===== config.mk =====
export PLATFORM = sky130hd
export DESIGN_NAME = bootstrap_loader
export DESIGN_NICKNAME = d
export VERILOG_FILES = /design/src/rtl/bootstrap_loader.sv
export SDC_FILE = /design/constraint.sdc
export NUM_CORES = 1
export LEC_CHECK = 0
export CORE_ASPECT_RATIO = 0.7
export CORE_MARGIN = 4
export CORE_UTILIZATION = 35
export DETAILED_ROUTE_END_ITERATION = 8
export PLACE_DENSITY = 0.65
export REMOVE_ABC_BUFFERS = 1
export SYNTH_ARGS = -nofsm -noshare
export SYNTH_HDL_FRONTEND = slang
export SYNTH_SLANG_ARGS = --single-unit

===== constraint.sdc =====
create_clock -name CLK -period 1.6 [get_ports CLK]
set_input_delay 0.16 -clock CLK [delete_from_list [all_inputs] [get_ports CLK]]
set_output_delay 0.16 -clock CLK [all_outputs]
set_load 0.01 [all_outputs]

===== src/rtl/bootstrap_loader.sv =====
// Bootstrap loader: streams bytes from an external source into the
// microcode SRAM, then releases the CPU reset.
module bootstrap_loader #(
   parameter int ADDR_WIDTH = 12,
   parameter int DATA_WIDTH = 8,
   parameter int LAST_ADDR  = 4095
) (
   input  logic                  CLK,
   input  logic                  N_RST,
   input  logic [DATA_WIDTH-1:0] IN_DATA,
   input  logic                  IN_VALID,
   output logic                  IN_READY,
   output logic [ADDR_WIDTH-1:0] BOOTSTRAP_ADDR,
   output logic [DATA_WIDTH-1:0] BOOTSTRAP_DATA,
   output logic                  BOOTSTRAP_N_WE,
   output logic                  N_BOOTED,
   output logic                  CPU_N_RST
);

   localparam logic [2:0] S_IDLE  = 3'd0;
   localparam logic [2:0] S_WAIT  = 3'd1;
   localparam logic [2:0] S_SETUP = 3'd2;
   localparam logic [2:0] S_WRITE = 3'd3;
   localparam logic [2:0] S_HOLD  = 3'd4;
   localparam logic [2:0] S_DONE  = 3'd5;

   localparam logic [ADDR_WIDTH-1:0] LAST = ADDR_WIDTH'(LAST_ADDR);

   logic [2:0]            r_state;
   logic [2:0]            w_next;
   logic [ADDR_WIDTH-1:0] r_addr;
   logic [DATA_WIDTH-1:0] r_data;
   logic                  r_n_we;
   logic                  r_n_booted;
   logic                  r_cpu_n_rst;
   logic                  w_accept;
   logic                  w_last;

   assign w_accept = (r_state == S_WAIT) && IN_VALID;
   assign w_last   = (r_addr == LAST);

   always_comb begin
      w_next = r_state;
      unique case (r_state)
         S_IDLE:  w_next = S_WAIT;
         S_WAIT:  w_next = IN_VALID ? S_SETUP : S_WAIT;
         S_SETUP: w_next = S_WRITE;
         S_WRITE: w_next = S_HOLD;
         S_HOLD:  w_next = w_last ? S_DONE : S_WAIT;
         S_DONE:  w_next = S_DONE;
         default: w_next = S_IDLE;
      endcase
   end

   // Strobe and boot flags are registered from the next state so they
   // change cleanly on the same edge as the state they belong to.
   always_ff @(posedge CLK or negedge N_RST) begin
      if (!N_RST) begin
         r_state     <= S_IDLE;
         r_addr      <= '0;
         r_data      <= '0;
         r_n_we      <= 1'b1;
         r_n_booted  <= 1'b1;
         r_cpu_n_rst <= 1'b0;
      end else begin
         r_state     <= w_next;
         r_n_we      <= (w_next != S_WRITE);
         r_n_booted  <= (w_next != S_DONE);
         r_cpu_n_rst <= (w_next == S_DONE);
         if (w_accept) begin
            r_data <= IN_DATA;
         end
         if ((r_state == S_HOLD) && !w_last) begin
            r_addr <= r_addr + 1'b1;
         end
      end
   end

   assign IN_READY       = (r_state == S_WAIT);
   assign BOOTSTRAP_ADDR = r_addr;
   assign BOOTSTRAP_DATA = r_data;
   assign BOOTSTRAP_N_WE = r_n_we;
   assign N_BOOTED       = r_n_booted;
   assign CPU_N_RST      = r_cpu_n_rst;

endmodule


======== After elaboration in Yosys (flattened, before gate mapping) ========
Cells that the tools add are included.
storage, ports and cells
  RAM bits ................................ 0
  bits in read-only memories .............. 0
  bits in latches ......................... 0
  output and inout port bits .............. 24
  logic and storage cells ................. 23
  bits in registers ....................... 26
  memories ................................ 0
  input port bits ......................... 11
operators by class
  div/mod/pow operators ................... 0
  $add $sub $neg .......................... 1
  bitwise operators ....................... 0
  reduce and logical (&&, ||, !) cells .... 4
  mux-type cells .......................... 3
  $lt $le $gt $ge ......................... 0
  equality and inequality tests ........... 9
  shift operators ......................... 0
  multiply operators ...................... 0
operators with widths
  operator               count
  $pmux 3 s6             1
  $add 12x1->12 const B  1
  $eq 12x12->1 const B   1
  $eq 3x3->1 const B     3
  $eq 3x2->1 const B     2
  $eq 3x1->1 const B     1
  $logic_not 3->1        1
  $mux 3                 1
  $ne 3x2->1 const B     1
  $ne 3x3->1 const B     1
  $logic_and 1x1->1      2
  $mux 2                 1
  $logic_not 1->1        1

======== Depth between registers and ports, before layout ========
Gate-level depths: netlist of the first run.
  depth in word-level cells ............... 4
  gate-level depth with buffers ........... 5
  mapped depth without buffers ............ 5

======== Least setup slack after synthesis of the first run ========
No wires, ideal clock.
  path type ............................... flip-flop to flip-flop
  start point ............................. reg r_addr[0] (netlist: BOOTSTRAP_ADDR[0])
  end point ............................... reg r_addr[1] (netlist: BOOTSTRAP_ADDR[1])
  buffers on the path ..................... 0
  path slack .............................. -0.068 ns
  data arrival time ....................... 1.543 ns
  required time ........................... 1.475 ns
  stages on the path, launching flop included .. 6
  library setup time ...................... 0.125 ns
  clock period less this slack ............ 1.668 ns
  cells stage by stage .................... dfrtp_1 ha_1 nand4_1 nor3_1 or2b_1 mux2_2
between the ends
  longest elaborated chain between the ends .. 3
  elaborated cells on any way between the ends .. 4
  those cells by class .................... add/sub: 1; eq/ne: 1; reduce/logical: 2
ends and longest elaborated chain
  element                                                line  RTL
  start: declaration                                     31    logic [ADDR_WIDTH-1:0] r_addr;
  start signal: assignment                               74    r_addr <= r_addr + 1'b1;
  branches (longest 3 deep; another with $add 12x1->12)  --
Parallel ways; which one is timed is not known.
A chain may end at the register's enable or synchronous reset.

======== Final worst setup path of the first run ========
  start point ............................. reg r_state[1]
  end point ............................... reg r_addr[9] (netlist: BOOTSTRAP_ADDR[9])
between the ends
  longest elaborated chain between the ends .. 2
ends and longest elaborated chain
  element                   line  RTL
  start: declaration        29    logic [2:0] r_state;
  start signal: assignment  66    r_state <= w_next;
  $eq 3x3->1                73    if ((r_state == S_HOLD) && !w_last) begin
  $logic_and 1x1->1         73
No other way between the ends.

==> summary by stage, run 1 <==
Synth
Of all cell types, the one taking the most synthesized area is sky130_fd_sc_hd__dfrtp_1. Counting instances in the post-synthesis netlist gives the leading cell types as 24 x sky130_fd_sc_hd__dfrtp_1, 10 x sky130_fd_sc_hd__mux2_2, 8 x sky130_fd_sc_hd__nand2_1. Sorting the synthesized cells by area gives the leading types as sky130_fd_sc_hd__dfrtp_1 53%, sky130_fd_sc_hd__mux2_2 9.9%, sky130_fd_sc_hd__dfstp_2 4.6%.

The share of synthesized area occupied by flip-flops and latches is 0.5743. The synthesized design contains 26 register bits. The number of different library cells in the post-synthesis netlist is 30. For this run, asynchronously set or reset flops after synthesis account for 1.000. The most instantiated library cell after synthesis is sky130_fd_sc_hd__dfrtp_1. The mapped netlist covers ~1100 sq um.

The number of standard cells after synthesis is 95. The synthesized area divided by synthesized cell count is about 12 sq um. The synthesized design contains 0 enable-type register cells.

Of the post-synthesis cell area, the dominant cell type holds 0.5281. Among all flip-flop cells after synthesis, the most frequent one is sky130_fd_sc_hd__dfrtp_1. The number of warnings reported in the yosys synthesis log is 0.

Timing
The relative max-transition margin is 0.7850. Setup violations remaining at the end of the flow were counted as 0. The total count of max-transition violations in the final report is 0.

Subtracting the final worst setup slack from the clock period gives roughly 1.5 ns. The fmax is 653.0 MHz. At the pin with the least slew margin, the transition time is approximately 0.32 ns. In the finished design, the share of the clock period the worst path needs comes to 0.9572.

The clock skew after layout is about 0.005 ns. The hold violation total from the final report is 0. Setup total negative slack on the finished layout was measured at 0 ns. Setup repair after global routing left no endpoint under its margin.

Floorplan
The placeable core region is ~3100 sq um. The chip width is ~76 um. The initialized floorplan defines 17 standard-cell rows. For this configuration, the core starts out at a cell density of 0.3637.

The die covers between 4000 and 5000 sq um. The die height is 55.70 um. In this run the count of I/O pins placed on the die edge is 35.

Clock network
The TritonCTS clock tree is built. The clock root buffer master is sky130_fd_sc_hd__clkbuf_8. The sink count of the clock tree is 26. In this run the number of H-tree levels came out at 1.

The number of buffers created by CTS is 3. The deepest clock path buffer count is 2. The source-to-sink clock delay at the later pin of the worst-skew pair is 0.27 ns. After clock tree synthesis, the clock-pin slew on the worst setup and hold paths is around 0.090 ns. The total setup buffers inserted after CTS is 0.

Setup path
STA puts the critical path data arrival time at 1.69 ns. The signal on the critical path passes through nor3b_2 -> nand4_1 -> nor3_1 -> mux2_2. The critical path is of the reg2reg type.

The cell family with the largest share of critical-path delay is simple AND/OR/NAND/NOR gates. The highest cell delay on the worst timing path is 0.45 ns. The sum of buffers and inverters on the critical path is 0. For this design, the slowest cell found on the critical path is sky130_fd_sc_hd__dfrtp_1. The required time at the endpoint of the critical path is roughly 1.8 ns. The category of the worst setup path capture point is a register. The largest fanout on the critical path is 6. STA classifies the critical path startpoint as a register.

Cells and area
The utilization of the core after routing is 0.5514. The final cell count without fillers is 185. The synthesis-to-layout area growth is 51.59%. The number of fillers in the final layout is around 270. The share of post-route cells with drive strength above 1 is 0.2653.

0 antenna diodes ended up in the layout. The number of nets in the layout is 160.

Placed design
The weighted congestion at the end of routability-driven global placement is roughly 0.87. The number of buffers added on ports is 34. Once detailed placement completed, the half-perimeter wirelength came to between 1.5 and 2 mm. Once placement completed, the tool counted placed cells totaling roughly 180.

Detailed routing
After the first detailed-routing iteration, the DRC count stood at 33. After detailed routing, the average wire length per cell comes to about 13 um. Before antenna repair, the detailed router went through 4 iterations. The total detailed-routing wirelength is roughly 2.4 mm. The detail route stage leaves a number of antenna-violating nets equal to 0. In the routed design, unresolved DRC markers number 0. The number of vias per cell is ~5.

The vias after detailed routing is 913.

Global route
Entering global routing, the biggest net connects 27 pins. The via count of the first global-routing pass is 905. The first global-routing pass estimated approximately 4.3 mm of wire. The initial antenna violation count is 0.

The global-route total usage across every layer is 0.1211. Global routing finished with a remaining overflow of 0.

Power
In this run the static leakage power is between 0.7 and 0.8 nW. The total power divided by cell area is roughly 1500 nW/um^2. The worst-case IR drop observed on VDD is 0.8332 mV. The total power after layout is ~0.0026 W.

Min path
The kind of path behind the tightest hold check is in2async.

Run status
The run finished with clean final reports.

Run
The total of max-cap violations is 0.
## routing by layer
layer  GRT usage  up-vias  part of all wire
li1            -      447                 -
met1      0.1673      435              0.48
met2      0.1817       29              0.44
met3     0.04693        2             0.080
met4     0.02244        0            0.0082
met5           0        -                 0
## power breakdown
part / switching, W / internal, W
Combinational: 0.000405 / 0.000640
Clock: 0.000196 / 0.000334
Sequential: 0.000137 / 0.000873
Total: 0.000738 / 0.00185
## worst register-to-register path: stages (launching register included)
cell and delay [ns]:
sky130_fd_sc_hd__dfrtp_1 0.45, sky130_fd_sc_hd__nor3b_2 0.27, sky130_fd_sc_hd__nand4_1 0.18, sky130_fd_sc_hd__nor3_1 0.18
sky130_fd_sc_hd__mux2_2 0.35
## placed cells by master, fill, tap and decap left out, types with 2 or more instances in the layout
master                            instances
sky130_fd_sc_hd__clkdlybuf4s50_1         33
sky130_fd_sc_hd__dfrtp_1                 23
sky130_fd_sc_hd__buf_4                   14
sky130_fd_sc_hd__mux2_2                  10
sky130_fd_sc_hd__nand2_1                  8
sky130_fd_sc_hd__nor2_1                   7
sky130_fd_sc_hd__a21oi_1                  5
sky130_fd_sc_hd__nand4_1                  3
sky130_fd_sc_hd__a31oi_1                  3
sky130_fd_sc_hd__and3_1                   3
sky130_fd_sc_hd__xnor2_1                  3
sky130_fd_sc_hd__clkbuf_8                 3
sky130_fd_sc_hd__dfstp_2                  2
sky130_fd_sc_hd__nor3b_2                  2
sky130_fd_sc_hd__nand3_1                  2
sky130_fd_sc_hd__nor2b_1                  2
sky130_fd_sc_hd__o21ai_0                  2
sky130_fd_sc_hd__and2_1                   2
sky130_fd_sc_hd__o2111ai_1                2
## registers in the layout, indices dropped and copies added (netlist names)
name / cells
BOOTSTRAP_DATA: 8
BOOTSTRAP_ADDR: 12
CPU_N_RST: 1
r_state: 3
BOOTSTRAP_N_WE: 1
N_BOOTED: 1
## cell families (layout without fill, tap and decap cells)
group / after synthesis / count (layout) / share of synthesized area
AOI/OAI and AO/OA: 15 / 15 / 0.07921
xor gates and xnor gates: 4 / 4 / 0.03081
adders and majority gates: 1 / 1 / 0.01100
buffers and inverters: 2 / 54 / 0.009900
DFF: 26 / 26 / 0.5743
muxes: 11 / 11 / 0.1122
and+or+nand+nor: 36 / 36 / 0.1826
## through the flow
stage / area [sq um] / hold slack [ns] / setup slack (ns)
after floorplan: 1130 / -0.1356 / -0.06765
after global placement: 1643 / 0.4879 / 0.1030
after detailed placement: 1643 / 0.4957 / 0.04098
after CTS: 1713 / 0.2555 / 0.03569
after global routing: 1724 / 0.2776 / 0.0009533
final: 1724 / 0.2501 / 0.06849
## layout make-up
| cell class | instances | area, sq um | area share |
|---|---|---|---|
| inverters | 1 | 3.754 | 0.002177 |
| clock buffers | 3 | 41.29 | 0.02395 |
| multi-input cells | 67 | 483.0 | 0.2801 |
| flip-flops and latches | 26 | 654.4 | 0.3795 |
| well taps | 38 | 47.55 | 0.02758 |
| repair buffers | 49 | 464.2 | 0.2692 |
| clock inverters | 1 | 30.03 | 0.01742 |
## final timing paths
| kind | cells after the start | slack (ns) | to | from |
|---|---|---|---|---|
| min in group CLK | 2 | 0.50 | BOOTSTRAP_DATA[0]$_DFFE_PN0P_ | IN_DATA[0] |
| worst max register to register | 4 | 0.07 | BOOTSTRAP_ADDR[9]$_DFFE_PN0P_ | r_state[1]$_DFF_PN0_ |
| worst min-delay path | 2 | 0.25 | BOOTSTRAP_DATA[3]$_DFFE_PN0P_ | N_RST |
| worst max-delay path | 4 | 0.07 | BOOTSTRAP_ADDR[9]$_DFFE_PN0P_ | r_state[1]$_DFF_PN0_ |
| worst min register to register | 1 | 0.51 | BOOTSTRAP_DATA[2]$_DFFE_PN0P_ | BOOTSTRAP_DATA[2]$_DFFE_PN0P_ |
| max in group asynchronous | 2 | 1.06 | BOOTSTRAP_N_WE$_DFF_PN1_ | N_RST |
## what timing repair did
action,CTS,global route
hold buffers,0,0
resized for setup,1,4
pin swaps,0,1
endpoints found under the setup margin,1,13
Power figures use the tool's default switching activity.
==> run 2, diff against run 1 <==
Settings changed: CELL_PAD_IN_SITES_DETAIL_PLACEMENT from default to 0, CELL_PAD_IN_SITES_GLOBAL_PLACEMENT from default to 2, CORE_UTILIZATION 35 to 34, DONT_BUFFER_PORTS from default to 1, PLACE_DENSITY 0.65 to default, PLACE_DENSITY_LB_ADDON from default to 0.1.
==> run 2 against run 1 <==
Clock-buffer cell count grew 1. Largest cell class unchanged. Final area shrank 16%. Non-clock buffer count shrank 26. Highest routed layer unchanged. Clock skew grew 0.0019 ns. Register-to-register slack is essentially flat.
==> summary by stage, run 2 (same netlist as run 1, synthesis figures left out) <==
Timing
The part of the cycle the worst path needs is 0.9527 (-0.004541). The number of setup violations in the final report was 0 (unchanged). The fmax is 656.1 MHz (+0.48%).

The time the final worst path needs with I/O delays and setup is 1.524 ns (-0.007266 ns). The relative max-transition margin was 0.7546 (-0.03043). Setup repair after global routing could not meet its margin everywhere. The worst setup slack after layout is 0.07576 ns (+0.007266 ns).

The actual transition at the worst max-transition pin is 0.3677 ns (+0.04528 ns). The total count of max-transition violations in the final report is 0 (unchanged). The clock skew after layout is 0.006784 ns (+0.001888 ns). The hold violation total from the final report was 0 (unchanged).

Detailed routing
The number of vias per cell is 4.987 (+1.1%). The remaining routing DRC violations came to 0 (unchanged). The total detailed-routing wirelength is 2.397 mm (-1.7%). The residual antenna-violating net count after detailed routing is 0 (unchanged). The post-detailed-route wirelength per cell came to 15.08 um (+14%). The number of detailed-routing iterations run before antenna repair is 3 (-1). The DRC marker count from the first detailed-route iteration is 61 (+85%). The vias after detailed routing came to 793 (-13%).

Setup path
The worst setup path is launched from a register. STA classifies the critical path endpoint as a register. The slowest stage of the critical path is the sky130_fd_sc_hd__dfrtp_1 cell.

The critical path in this run is classified as reg2reg. The required time at the endpoint of the critical path came to 1.79 ns (+0.03 ns). The signal on the critical path passes through ha_1 -> and4bb_2 -> and2_1 -> and3_1 -> a21oi_1. The largest fanout on the critical path was 5 (-1).

The highest cell delay on the worst timing path is 0.39 ns (-0.06 ns). The data arrival time of the critical path was 1.71 ns (+0.02 ns).

Floorplan
The top-level port count came to 35 (unchanged). The area enclosed by the die boundary is 4349 sq um (+2.6%). The chip width is 77.13 um (+1.3%). The die height was 56.39 um (+1.2%). The initial core utilization is 0.3589 (-0.004883). The placeable core region was 3169 sq um (+1.4%). The cell row count is 17 (unchanged).

Clock network
The sink count of the clock tree is 26 (unchanged). The deepest clock path buffer count is 2 (unchanged). The clock root buffer master is sky130_fd_sc_hd__clkbuf_8. The TritonCTS clock tree is built. The maximum level of the CTS H-tree is 1 (unchanged). The number of buffers created by CTS came to 3 (unchanged). The source-to-sink clock delay at the later pin of the worst-skew pair is 0.27 ns (about the same). The CTS clock-pin slew for the worst setup and hold paths is 0.09 ns (about the same).

Global route
The global-route wire length before repair was 4.050 mm (-5.2%). The pin count of the biggest net entering global routing came to 27 (unchanged). The global-route total usage across every layer is 0.1165 (-0.004541). The global routing usage on met2 is 0.1562 (-0.02550). The via count of the first global-routing pass is 802 (-11%). The met1 track demand over resource is 0.1713 (+0.003996).

The global routing stage identified its most utilized layer as met1. The met3 layer usage reported by global route was 0.04647 (-0.0004512). The total global routing overflow was 0 (unchanged). The initial antenna violation count is 0 (unchanged).

Min path
The path class of the tightest hold or removal check is in2reg.

Power
The total power after layout came to 0.002139 W (-17%). The switching power was 0.0006865 W (-7.0%). The worst IR drop on VDD is 0.6895 mV (-17%). The total power divided by cell area is 1479 nW/um^2 (-1.3%).

The proportion of power drawn by flip-flops and latches is 0.503 (+0.112). The static leakage is 0.6577 nW (-12%). The switching power share of the total is 0.3209 (+0.03540).

The relative contribution of combinational cells to total power is 0.306 (-0.098). The internal power of the cells is 0.001453 W (-21%). The part of the total power dissipated in the clock network is 0.191 (-0.014).

Cells and area
The number of flip-flops under the largest register name is 12 (unchanged). From synthesis to final layout, the design area changed by 27.17%. The library cell used most frequently in the layout, excluding fill and tap cells, is sky130_fd_sc_hd__dfrtp_1. The total inserted antenna cells is 0 (unchanged).

The number of nets in the layout is 134 (-16%). The utilization of the core after routing is 0.4564 (-0.09505). The share of post-route cells with drive strength above 1 is 0.3802 (+0.1149). The library cells used most frequently in the layout, excluding fill and tap cells, are 24 x sky130_fd_sc_hd__dfrtp_1, 20 x sky130_fd_sc_hd__buf_4, 9 x sky130_fd_sc_hd__mux2_2.

Run
The total of max-cap violations is 0 (unchanged).

Placed design
The number of buffers added on ports is 0 (-100%). The weighted congestion at the end of routability-driven global placement is 0.7416 (-15%). The total half-perimeter wirelength after legalization and detailed placement came to 1.892 mm (-1.5%).

The pre-CTS worst setup slack is 0.002542 ns (-0.03844 ns).

Run status
The flow ran to the end, and the final reports show no timing, DRC or antenna violations.
==> run 2: worst paths after layout <==
check                                         startpoint                              to  slack [ns]  cells after the start
min in group asynchronous                          N_RST  BOOTSTRAP_ADDR[11]$_DFFE_PN0P_        0.31                      2
max                        BOOTSTRAP_ADDR[0]$_DFFE_PN0P_   BOOTSTRAP_ADDR[4]$_DFFE_PN0P_        0.08                      5
min                                           IN_DATA[7]   BOOTSTRAP_DATA[7]$_DFFE_PN0P_        0.04                      1
max in group asynchronous                          N_RST        BOOTSTRAP_N_WE$_DFF_PN1_        1.06                      2
max reg2reg                BOOTSTRAP_ADDR[0]$_DFFE_PN0P_   BOOTSTRAP_ADDR[4]$_DFFE_PN0P_        0.08                      5
min reg2reg                         r_state[2]$_DFF_PN0_            r_state[2]$_DFF_PN0_        0.54                      1
==> run 2: through the flow <==
step	cell area (sq um)	hold slack (ns)	instances	TNS, ns
global route	1446	0.02774	159	-0.04165
CTS	1419	0.03106	158	0
floorplan	1130	-0.1356	94	-0.4621
detailed placement	1328	-0.1348	152	0
global placement	1328	-0.1348	152	-0.002317
finish	1446	0.04227	159	0
==> run 2: layout make-up <==
class                           instances  area, sq um
Inverter                                1        3.754
Tap cell                               38        47.55
Sequential cell                        26        653.1
Multi-Input combinational cell         67        495.5
Timing Repair Buffer                   23        191.4
Fill cell                             305         1723
Clock buffer                            4        55.05
==> run 2: critical path, delay by kind of cell (launching register included) <==
| kind | cells | cell delay, ns |
|---|---|---|
| AOI/OAI and AO/OA | 1 | 0.14 |
| adders and majority gates | 1 | 0.23 |
| DFF | 1 | 0.39 |
| and+or+nand+nor | 3 | 0.69 |
==> run 2: repair_timing <==
item,4_1_cts,5_1_grt
gates cloned,0,0
pin swaps,0,2
setup endpoints to repair,2,4
setup buffers,0,1
hold buffers,2,0
hold endpoints to repair,26,0
resized for setup,2,6
==> run 2: per-layer routing <==
layer | vias up | routed length, um | share of wire
met1 | 380 | 1209 | 0.50
met3 | 2 | 177 | 0.074
met5 | - | 0 | 0
li1 | 392 | - | -
met2 | 19 | 998 | 0.42
met4 | 0 | 11 | 0.0046
==> run 2: power groups by stage <==
stage	Clock, W	Combinational (W)	Sequential [W]
floorplan	0	0.000315	0.00113
global placement	0	0.000606	0.00108
detailed placement	0	0.000623	0.00109
CTS	0.000433	0.000645	0.00107
global route	0.000459	0.000731	0.00111
finish	0.000408	0.000655	0.00108
